==> config.mk <==
export PLATFORM = sky130hd
export DESIGN_NAME = io_interrupt_ctrl_flat
export DESIGN_NICKNAME = d
export VERILOG_FILES = /design/src/rtl/io_interrupt_ctrl_if.sv /design/src/rtl/io_interrupt_ctrl.sv /design/src/flat_wrapper.sv
export SDC_FILE = /design/constraint.sdc
export NUM_CORES = 1
export LEC_CHECK = 0
export CAP_MARGIN = 30
export CORE_AREA = 2 2 66 68
export DETAILED_ROUTE_END_ITERATION = 7
export DIE_AREA = 0 0 68 70
export GPL_TIMING_DRIVEN = 0
export PLACE_DENSITY = 0.74
export SLEW_MARGIN = 30
export SYNTH_ARGS = -nofsm -noshare
export SYNTH_HDL_FRONTEND = slang
export SYNTH_SLANG_ARGS = --single-unit
export TNS_END_PERCENT = 10
==> constraint.sdc <==
create_clock -name clk -period 3.3 [get_ports clk]
set_input_delay 0.66 -clock clk [delete_from_list [all_inputs] [get_ports clk]]
set_output_delay 0.66 -clock clk [all_outputs]
set_load 0.02 [all_outputs]
==> src/rtl/io_interrupt_ctrl_if.sv <==
// CPU-side and device-side signal bundle for io_interrupt_ctrl.
// The controller connects through the slave modport; CPU/device models use master.
interface io_interrupt_ctrl_if #(
    parameter int DATA_W = 8,
    parameter int NCH    = 2,
    parameter int CH_W   = 1
);
    logic [2:0]            cpu_op;
    logic [CH_W-1:0]       cpu_ch;
    logic [DATA_W-1:0]     cpu_wdata;
    logic [DATA_W-1:0]     cpu_rdata;
    logic                  cpu_skip;
    logic                  cpu_t_end;
    logic                  cpu_irq_ack;
    logic                  irq;
    logic [CH_W-1:0]       irq_ch;
    logic                  ien;
    logic [NCH*DATA_W-1:0] dev_in_data;
    logic [NCH-1:0]        dev_in_valid;
    logic [NCH-1:0]        dev_in_ready;
    logic [NCH*DATA_W-1:0] dev_out_data;
    logic [NCH-1:0]        dev_out_valid;
    logic [NCH-1:0]        dev_out_ready;

    modport slave (
        input  cpu_op, cpu_ch, cpu_wdata, cpu_t_end, cpu_irq_ack,
        input  dev_in_data, dev_in_valid, dev_out_ready,
        output cpu_rdata, cpu_skip, irq, irq_ch, ien,
        output dev_in_ready, dev_out_data, dev_out_valid
    );

    modport master (
        output cpu_op, cpu_ch, cpu_wdata, cpu_t_end, cpu_irq_ack,
        output dev_in_data, dev_in_valid, dev_out_ready,
        input  cpu_rdata, cpu_skip, irq, irq_ch, ien,
        input  dev_in_ready, dev_out_data, dev_out_valid
    );
endinterface

==> src/rtl/io_interrupt_ctrl.sv <==
// Multi-channel INPR/OUTR + FGI/FGO + IEN/R I/O and interrupt controller.
// Define IRQ_MASK_EN to add a per-channel interrupt mask register loaded by MSK.
module io_interrupt_ctrl #(
    parameter int DATA_W = 8,
    parameter int NCH    = 2,
    parameter int CH_W   = 1
) (
    input  logic                 clk,
    input  logic                 CLR_GLOBAL,
    io_interrupt_ctrl_if.slave   bus
);
    typedef enum logic [2:0] {
        OP_NOP = 3'd0, OP_INP = 3'd1, OP_OUT = 3'd2, OP_SKI = 3'd3,
        OP_SKO = 3'd4, OP_ION = 3'd5, OP_IOF = 3'd6, OP_MSK = 3'd7
    } op_e;

    typedef enum logic {R_IDLE = 1'b0, R_PEND = 1'b1} r_state_e;

    logic [DATA_W-1:0] inpr_q [NCH];
    logic [DATA_W-1:0] inpr_d [NCH];
    logic [DATA_W-1:0] outr_q [NCH];
    logic [DATA_W-1:0] outr_d [NCH];
    logic [NCH-1:0]    fgi_q, fgi_d, fgo_q, fgo_d;
    logic              ien_q, ien_d;
    r_state_e          state_q, state_d;
    logic [CH_W-1:0]   irq_ch_q, irq_ch_d;
    logic [NCH-1:0]    mask;
    logic [NCH-1:0]    pend;
    logic [CH_W-1:0]   first_idx;
    logic              first_found;
    op_e               op;
    logic              ch_ok;

    assign op    = op_e'(bus.cpu_op);
    assign ch_ok = int'(bus.cpu_ch) < NCH;

`ifdef IRQ_MASK_EN
    logic [NCH-1:0] mask_q, mask_d;

    always_comb begin
        mask_d = mask_q;
        if (op == OP_MSK) mask_d = bus.cpu_wdata[NCH-1:0];
    end

    always_ff @(posedge clk or posedge CLR_GLOBAL) begin
        if (CLR_GLOBAL) mask_q <= '1;
        else            mask_q <= mask_d;
    end

    assign mask = mask_q;
`else
    assign mask = '1;
`endif

    assign pend = (fgi_q | fgo_q) & mask;

    always_comb begin
        first_idx   = '0;
        first_found = 1'b0;
        for (int unsigned i = 0; i < NCH; i++) begin
            if (pend[i] && !first_found) begin
                first_idx   = CH_W'(i);
                first_found = 1'b1;
            end
        end
    end

    // Device-side and CPU-side flag updates never collide: each side only acts
    // on the flag value the other side leaves alone.
    always_comb begin
        inpr_d = inpr_q;
        outr_d = outr_q;
        fgi_d  = fgi_q;
        fgo_d  = fgo_q;
        for (int unsigned i = 0; i < NCH; i++) begin
            if (bus.dev_in_valid[i] && !fgi_q[i]) begin
                inpr_d[i] = bus.dev_in_data[i*DATA_W +: DATA_W];
                fgi_d[i]  = 1'b1;
            end
            if (bus.dev_out_ready[i] && !fgo_q[i]) fgo_d[i] = 1'b1;
        end
        if (ch_ok) begin
            if (op == OP_INP && fgi_q[bus.cpu_ch]) fgi_d[bus.cpu_ch] = 1'b0;
            if (op == OP_OUT && fgo_q[bus.cpu_ch]) begin
                outr_d[bus.cpu_ch] = bus.cpu_wdata;
                fgo_d[bus.cpu_ch]  = 1'b0;
            end
        end
    end

    always_comb begin
        ien_d    = ien_q;
        state_d  = state_q;
        irq_ch_d = irq_ch_q;
        if (op == OP_ION) ien_d = 1'b1;
        if (op == OP_IOF) ien_d = 1'b0;
        case (state_q)
            R_IDLE: begin
                if (bus.cpu_t_end && ien_q && first_found && !bus.cpu_irq_ack) begin
                    state_d  = R_PEND;
                    irq_ch_d = first_idx;
                end
            end
            R_PEND:  state_d = R_PEND;
            default: state_d = R_IDLE;
        endcase
        if (bus.cpu_irq_ack) begin
            state_d = R_IDLE;
            ien_d   = 1'b0;
        end
    end

    always_ff @(posedge clk or posedge CLR_GLOBAL) begin
        if (CLR_GLOBAL) begin
            inpr_q   <= '{default: '0};
            outr_q   <= '{default: '0};
            fgi_q    <= '0;
            fgo_q    <= '1;
            ien_q    <= 1'b0;
            state_q  <= R_IDLE;
            irq_ch_q <= '0;
        end else begin
            inpr_q   <= inpr_d;
            outr_q   <= outr_d;
            fgi_q    <= fgi_d;
            fgo_q    <= fgo_d;
            ien_q    <= ien_d;
            state_q  <= state_d;
            irq_ch_q <= irq_ch_d;
        end
    end

    always_comb begin
        bus.cpu_rdata = '0;
        bus.cpu_skip  = 1'b0;
        if (ch_ok) begin
            bus.cpu_rdata = inpr_q[bus.cpu_ch];
            if (op == OP_SKI) bus.cpu_skip = fgi_q[bus.cpu_ch];
            if (op == OP_SKO) bus.cpu_skip = fgo_q[bus.cpu_ch];
        end
    end

    always_comb begin
        bus.dev_out_data = '0;
        for (int unsigned i = 0; i < NCH; i++) begin
            bus.dev_out_data[i*DATA_W +: DATA_W] = outr_q[i];
        end
    end

    assign bus.irq           = (state_q == R_PEND);
    assign bus.irq_ch        = irq_ch_q;
    assign bus.ien           = ien_q;
    assign bus.dev_in_ready  = ~fgi_q;
    assign bus.dev_out_valid = ~fgo_q;
endmodule

==> src/flat_wrapper.sv <==
// flat-port wrapper written by rule: the top's interface ports become plain ports
module io_interrupt_ctrl_flat 
#(
    parameter int DATA_W = 8,
    parameter int NCH    = 2,
    parameter int CH_W   = 1
)
  (clk, CLR_GLOBAL, bus_cpu_op, bus_cpu_ch, bus_cpu_wdata, bus_cpu_t_end, bus_cpu_irq_ack, bus_dev_in_data, bus_dev_in_valid, bus_dev_out_ready, bus_cpu_rdata, bus_cpu_skip, bus_irq, bus_irq_ch, bus_ien, bus_dev_in_ready, bus_dev_out_data, bus_dev_out_valid);
  io_interrupt_ctrl_if #(.DATA_W(DATA_W), .NCH(NCH), .CH_W(CH_W)) bus_i ();
  input  logic clk;
  input  logic CLR_GLOBAL;
  input wire logic [$bits(bus_i.cpu_op)-1:0] bus_cpu_op;
  input wire logic [$bits(bus_i.cpu_ch)-1:0] bus_cpu_ch;
  input wire logic [$bits(bus_i.cpu_wdata)-1:0] bus_cpu_wdata;
  input wire logic [$bits(bus_i.cpu_t_end)-1:0] bus_cpu_t_end;
  input wire logic [$bits(bus_i.cpu_irq_ack)-1:0] bus_cpu_irq_ack;
  input wire logic [$bits(bus_i.dev_in_data)-1:0] bus_dev_in_data;
  input wire logic [$bits(bus_i.dev_in_valid)-1:0] bus_dev_in_valid;
  input wire logic [$bits(bus_i.dev_out_ready)-1:0] bus_dev_out_ready;
  output wire logic [$bits(bus_i.cpu_rdata)-1:0] bus_cpu_rdata;
  output wire logic [$bits(bus_i.cpu_skip)-1:0] bus_cpu_skip;
  output wire logic [$bits(bus_i.irq)-1:0] bus_irq;
  output wire logic [$bits(bus_i.irq_ch)-1:0] bus_irq_ch;
  output wire logic [$bits(bus_i.ien)-1:0] bus_ien;
  output wire logic [$bits(bus_i.dev_in_ready)-1:0] bus_dev_in_ready;
  output wire logic [$bits(bus_i.dev_out_data)-1:0] bus_dev_out_data;
  output wire logic [$bits(bus_i.dev_out_valid)-1:0] bus_dev_out_valid;
  assign bus_i.cpu_op = bus_cpu_op;
  assign bus_i.cpu_ch = bus_cpu_ch;
  assign bus_i.cpu_wdata = bus_cpu_wdata;
  assign bus_i.cpu_t_end = bus_cpu_t_end;
  assign bus_i.cpu_irq_ack = bus_cpu_irq_ack;
  assign bus_i.dev_in_data = bus_dev_in_data;
  assign bus_i.dev_in_valid = bus_dev_in_valid;
  assign bus_i.dev_out_ready = bus_dev_out_ready;
  assign bus_cpu_rdata = bus_i.cpu_rdata;
  assign bus_cpu_skip = bus_i.cpu_skip;
  assign bus_irq = bus_i.irq;
  assign bus_irq_ch = bus_i.irq_ch;
  assign bus_ien = bus_i.ien;
  assign bus_dev_in_ready = bus_i.dev_in_ready;
  assign bus_dev_out_data = bus_i.dev_out_data;
  assign bus_dev_out_valid = bus_i.dev_out_valid;
  io_interrupt_ctrl #(.DATA_W(DATA_W), .NCH(NCH), .CH_W(CH_W)) u_core (.clk(clk), .CLR_GLOBAL(CLR_GLOBAL), .bus(bus_i));
endmodule
==> results by group <==
Outcome
  • Status: completed

Timing
  • Least-Margin Pin Slew: 791 ps
  • Worst clock skew: 8.66 ps
  • RSZ-0062 raised after global routing: no
  • Max_slew headroom: 0.472
  • Final setup fails: 0
  • Fin crit period: 3080 ps
  • F_max: 325 MHz
  • Final-report hold violation count: 0
  • Fin Setup TNS: 0 ps
  • Slew Viols, Final: 0
  • Period utilization: 0.933

Die
  • Num ports: 68
  • Rows: 24
  • Starting Density: 0.402
  • Die area: 0.00476 mm^2
  • Die Ht: 70 um
  • Die Span X: 68 um
  • Core region area: 0.00414 mm^2

Clocking
  • Cts bufs inserted: 5
  • Root buffer cell: clkbuf_8
  • Longest Clk Path Bufs: 2
  • Latest clock arrival within the worst-skew pair: 280 ps
  • Worst-path clk slew: 70 ps
  • CTS tree: done
  • # hold bufs at CTS: 0
  • Clock Sinks: 39
  • Post-cts gate resize count: 0
  • CTS H-tree depth: 2
  • Setup Fix Bufs, Post-CTS: 0

Power
  • Peak supply drop: 0.324 mV
  • Pwr dens: 759 mW/mm^2
  • Design Power: 1910 uW
  • Lkg Pwr: 0.00106 uW

Setup path
  • Critical Path End Type: output pin
  • Crit start category: primary input
  • R2R cell count: 3
  • WP data arrival: 2420 ps
  • Setup crit start: bus_cpu_ch
  • Worst-path fanout max: 10
  • Req. time, crit path: 2640 ps
  • Crit path kind: primary input to output pin
  • FF-to-FF Start: u_core.fgo_q[0]$_DFF_PP1_

Synthesis
  • Post-Synth Adder-Cell Area: 0
  • Largest family of logic cells by synthesized area: multiplexers
  • Compound-Gate Fraction of Synth Area: 0.0450
  • Post-Synthesis Cell Area: 0.00167 mm^2
  • Post-synth net total: 153
  • Post-synthesis xor/xnor area fraction: 0
  • Post-synthesis mux area share: 0.276
  • Post-Syn Instances: 117
  • Avg Inst Size Synth: 14.3 um^2
  • Synth warn: 0
  • Post-synthesis cell type count: 26
  • Synth Area in Simple Gates: 0.0653
  • Seq/Total Area, Yosys: 0.587
  • Number of synthesized register bits: 39

Placed design
  • IO buf count: 67
  • RD Place Congestion: 0.708
  • Placed Area: 0.00240 mm^2
  • Dpl hpwl: 2920 um

Global routing
  • Initial antenna violation count: 0
  • Pin count of the biggest net entering global routing: 40
  • First-pass GRT wire length: 6030 um
  • Gr ovfl total: 0
  • Overall Global Routing Usage: 0.170
  • Vias in the first global route: 1,227

Finish
  • Antenna diode count: 0
  • Area grow syn2layout: 51.2%
  • Fill cell count: 321
  • Post-route cell area: 0.00252 mm^2
  • Final Net Count: 227
  • Share of layout cells above drive strength 1: 0.302
  • Final core occ: 0.608

Route
  • Wire per inst: 15.6 um
  • Iteration count of the initial detailed-routing pass: 4
  • Total number of vias: 1,208
  • Iter 0 DRT Violations: 39
  • Final wirelength: 3810 um
  • ANT nets after route: 0
  • Vias per cell: 4.95
  • Residual DRC: 0

Worst hold path
  • Hold Path Class: register to register
  • Hold Crit Start: u_core.inpr_q[7]$_DFFE_PP0P_
  • Hold Crit Depth: 1

Flow run
  • MaxCap Viol Count: 0
[final timing paths]
check / endpoint / slack, ps
setup / recovery: bus_cpu_rdata[7] / 220
hold / removal: u_core.inpr_q[7]$_DFFE_PP0P_ / 510
setup reg to reg: u_core.bus.dev_out_data[7]$_DFFE_PP0P_ / 1900
hold reg to reg: u_core.inpr_q[7]$_DFFE_PP0P_ / 510
max in group asynchronous: u_core.bus.dev_out_data[9]$_DFFE_PP0P_ / 1960
min in group asynchronous: u_core.bus.dev_out_data[11]$_DFFE_PP0P_ / 840
[cell usage after synthesis]
library cell | n | area [um^2]
nand2b_1 | 1 | 6.26
or4_1 | 1 | 7.51
nand3b_1 | 1 | 7.51
inv_1 | 5 | 18.8
buf_6 | 1 | 11.3
nor2_1 | 5 | 18.8
nand2_2 | 1 | 6.26
o21a_1 | 2 | 15.0
nor4b_1 | 1 | 8.76
o21bai_1 | 1 | 7.51
a21boi_0 | 1 | 7.51
nor3b_2 | 1 | 12.5
dfstp_2 | 2 | 52.6
nor4bb_1 | 1 | 10.0
o32ai_1 | 1 | 8.76
nor2b_1 | 3 | 18.8
a2bb2oi_1 | 1 | 8.76
buf_2 | 3 | 15.0
a21oi_1 | 2 | 10.0
and3_1 | 1 | 6.26
o21ai_0 | 1 | 5.00
a31oi_1 | 2 | 12.5
mux2i_1 | 1 | 10.0
mux2_2 | 40 | 450
dfrtp_1 | 37 | 926
or2_2 | 1 | 6.26
[metal layers]
metal / vias to the layer above / wire length (um) / share of wire / GRT usage
met3: 5 / 151 / 0.040 / 0.0258
met4: 0 / 68 / 0.018 / 0.0733
met1: 613 / 1620 / 0.43 / 0.222
met2: 25 / 1970 / 0.52 / 0.275
li1: 565 / - / - / -
met5: - / 0 / 0 / 0
[report_power, final]
| part | switching (uW) | internal, uW | total (uW) |
|---|---|---|---|
| Sequential | 92.2 | 646 | 739 |
| Combinational | 334 | 436 | 770 |
| Clock | 159 | 245 | 404 |
[kinds of logic (layout without fill, tap and decap cells)]
family | after synthesis | count (layout)
muxes | 41 | 41
AOI/OAI and AO/OA | 11 | 11
DFF | 39 | 39
and+or+nand+nor | 17 | 17
buffers and inverters | 9 | 84
[worst max-delay path, cell delays in order]
cell and delay (ps):
clkdlybuf4s50_1 550, buf_2 290, mux2_2 360, clkdlybuf4s50_1 550
[cells in the final DEF (no fill, tap or decap), types with 2 or more instances in the layout]
cell | synthesis | layout
buf_2 | 3 | 3
o21a_1 | 2 | 2
nor2_1 | 5 | 5
dfrtp_1 | 37 | 37
inv_1 | 5 | 4
a31oi_1 | 2 | 2
clkdlybuf4s50_1 | 0 | 67
dfstp_2 | 2 | 2
clkbuf_8 | 0 | 6
a21oi_1 | 2 | 2
mux2_2 | 40 | 40
nor2b_1 | 3 | 3
[through the flow]
stage	hold slack [ps]	setup slack (ps)	cells
floorplan	475	1160	117
CTS	512	185	244
finish	510	220	244
global route	527	131	244
global placement	478	207	236
detailed placement	495	192	236
[cell type report]
cell class | count | area [um^2] | share of cell area
plain buffers | 4 | 26.3 | 0.0104
clock buffers | 6 | 82.6 | 0.0328
clock inverters | 2 | 35.0 | 0.0139
inverters | 5 | 18.8 | 0.00744
multi-input cells | 69 | 644 | 0.256
flip-flops and latches | 39 | 978 | 0.388
well taps | 52 | 65.1 | 0.0258
repair buffers | 67 | 671 | 0.266
[registers in the layout, summed over array words and instances (netlist names)]
| signal | cells |
|---|---|
| u_core.bus.dev_out_data | 16 |
| u_core.bus.ien | 1 |
| u_core.bus.irq | 1 |
| u_core.bus.irq_ch | 1 |
| u_core.fgi_q | 2 |
| u_core.fgo_q | 2 |
| u_core.inpr_q | 16 |
Power figures use the tool's default switching activity.
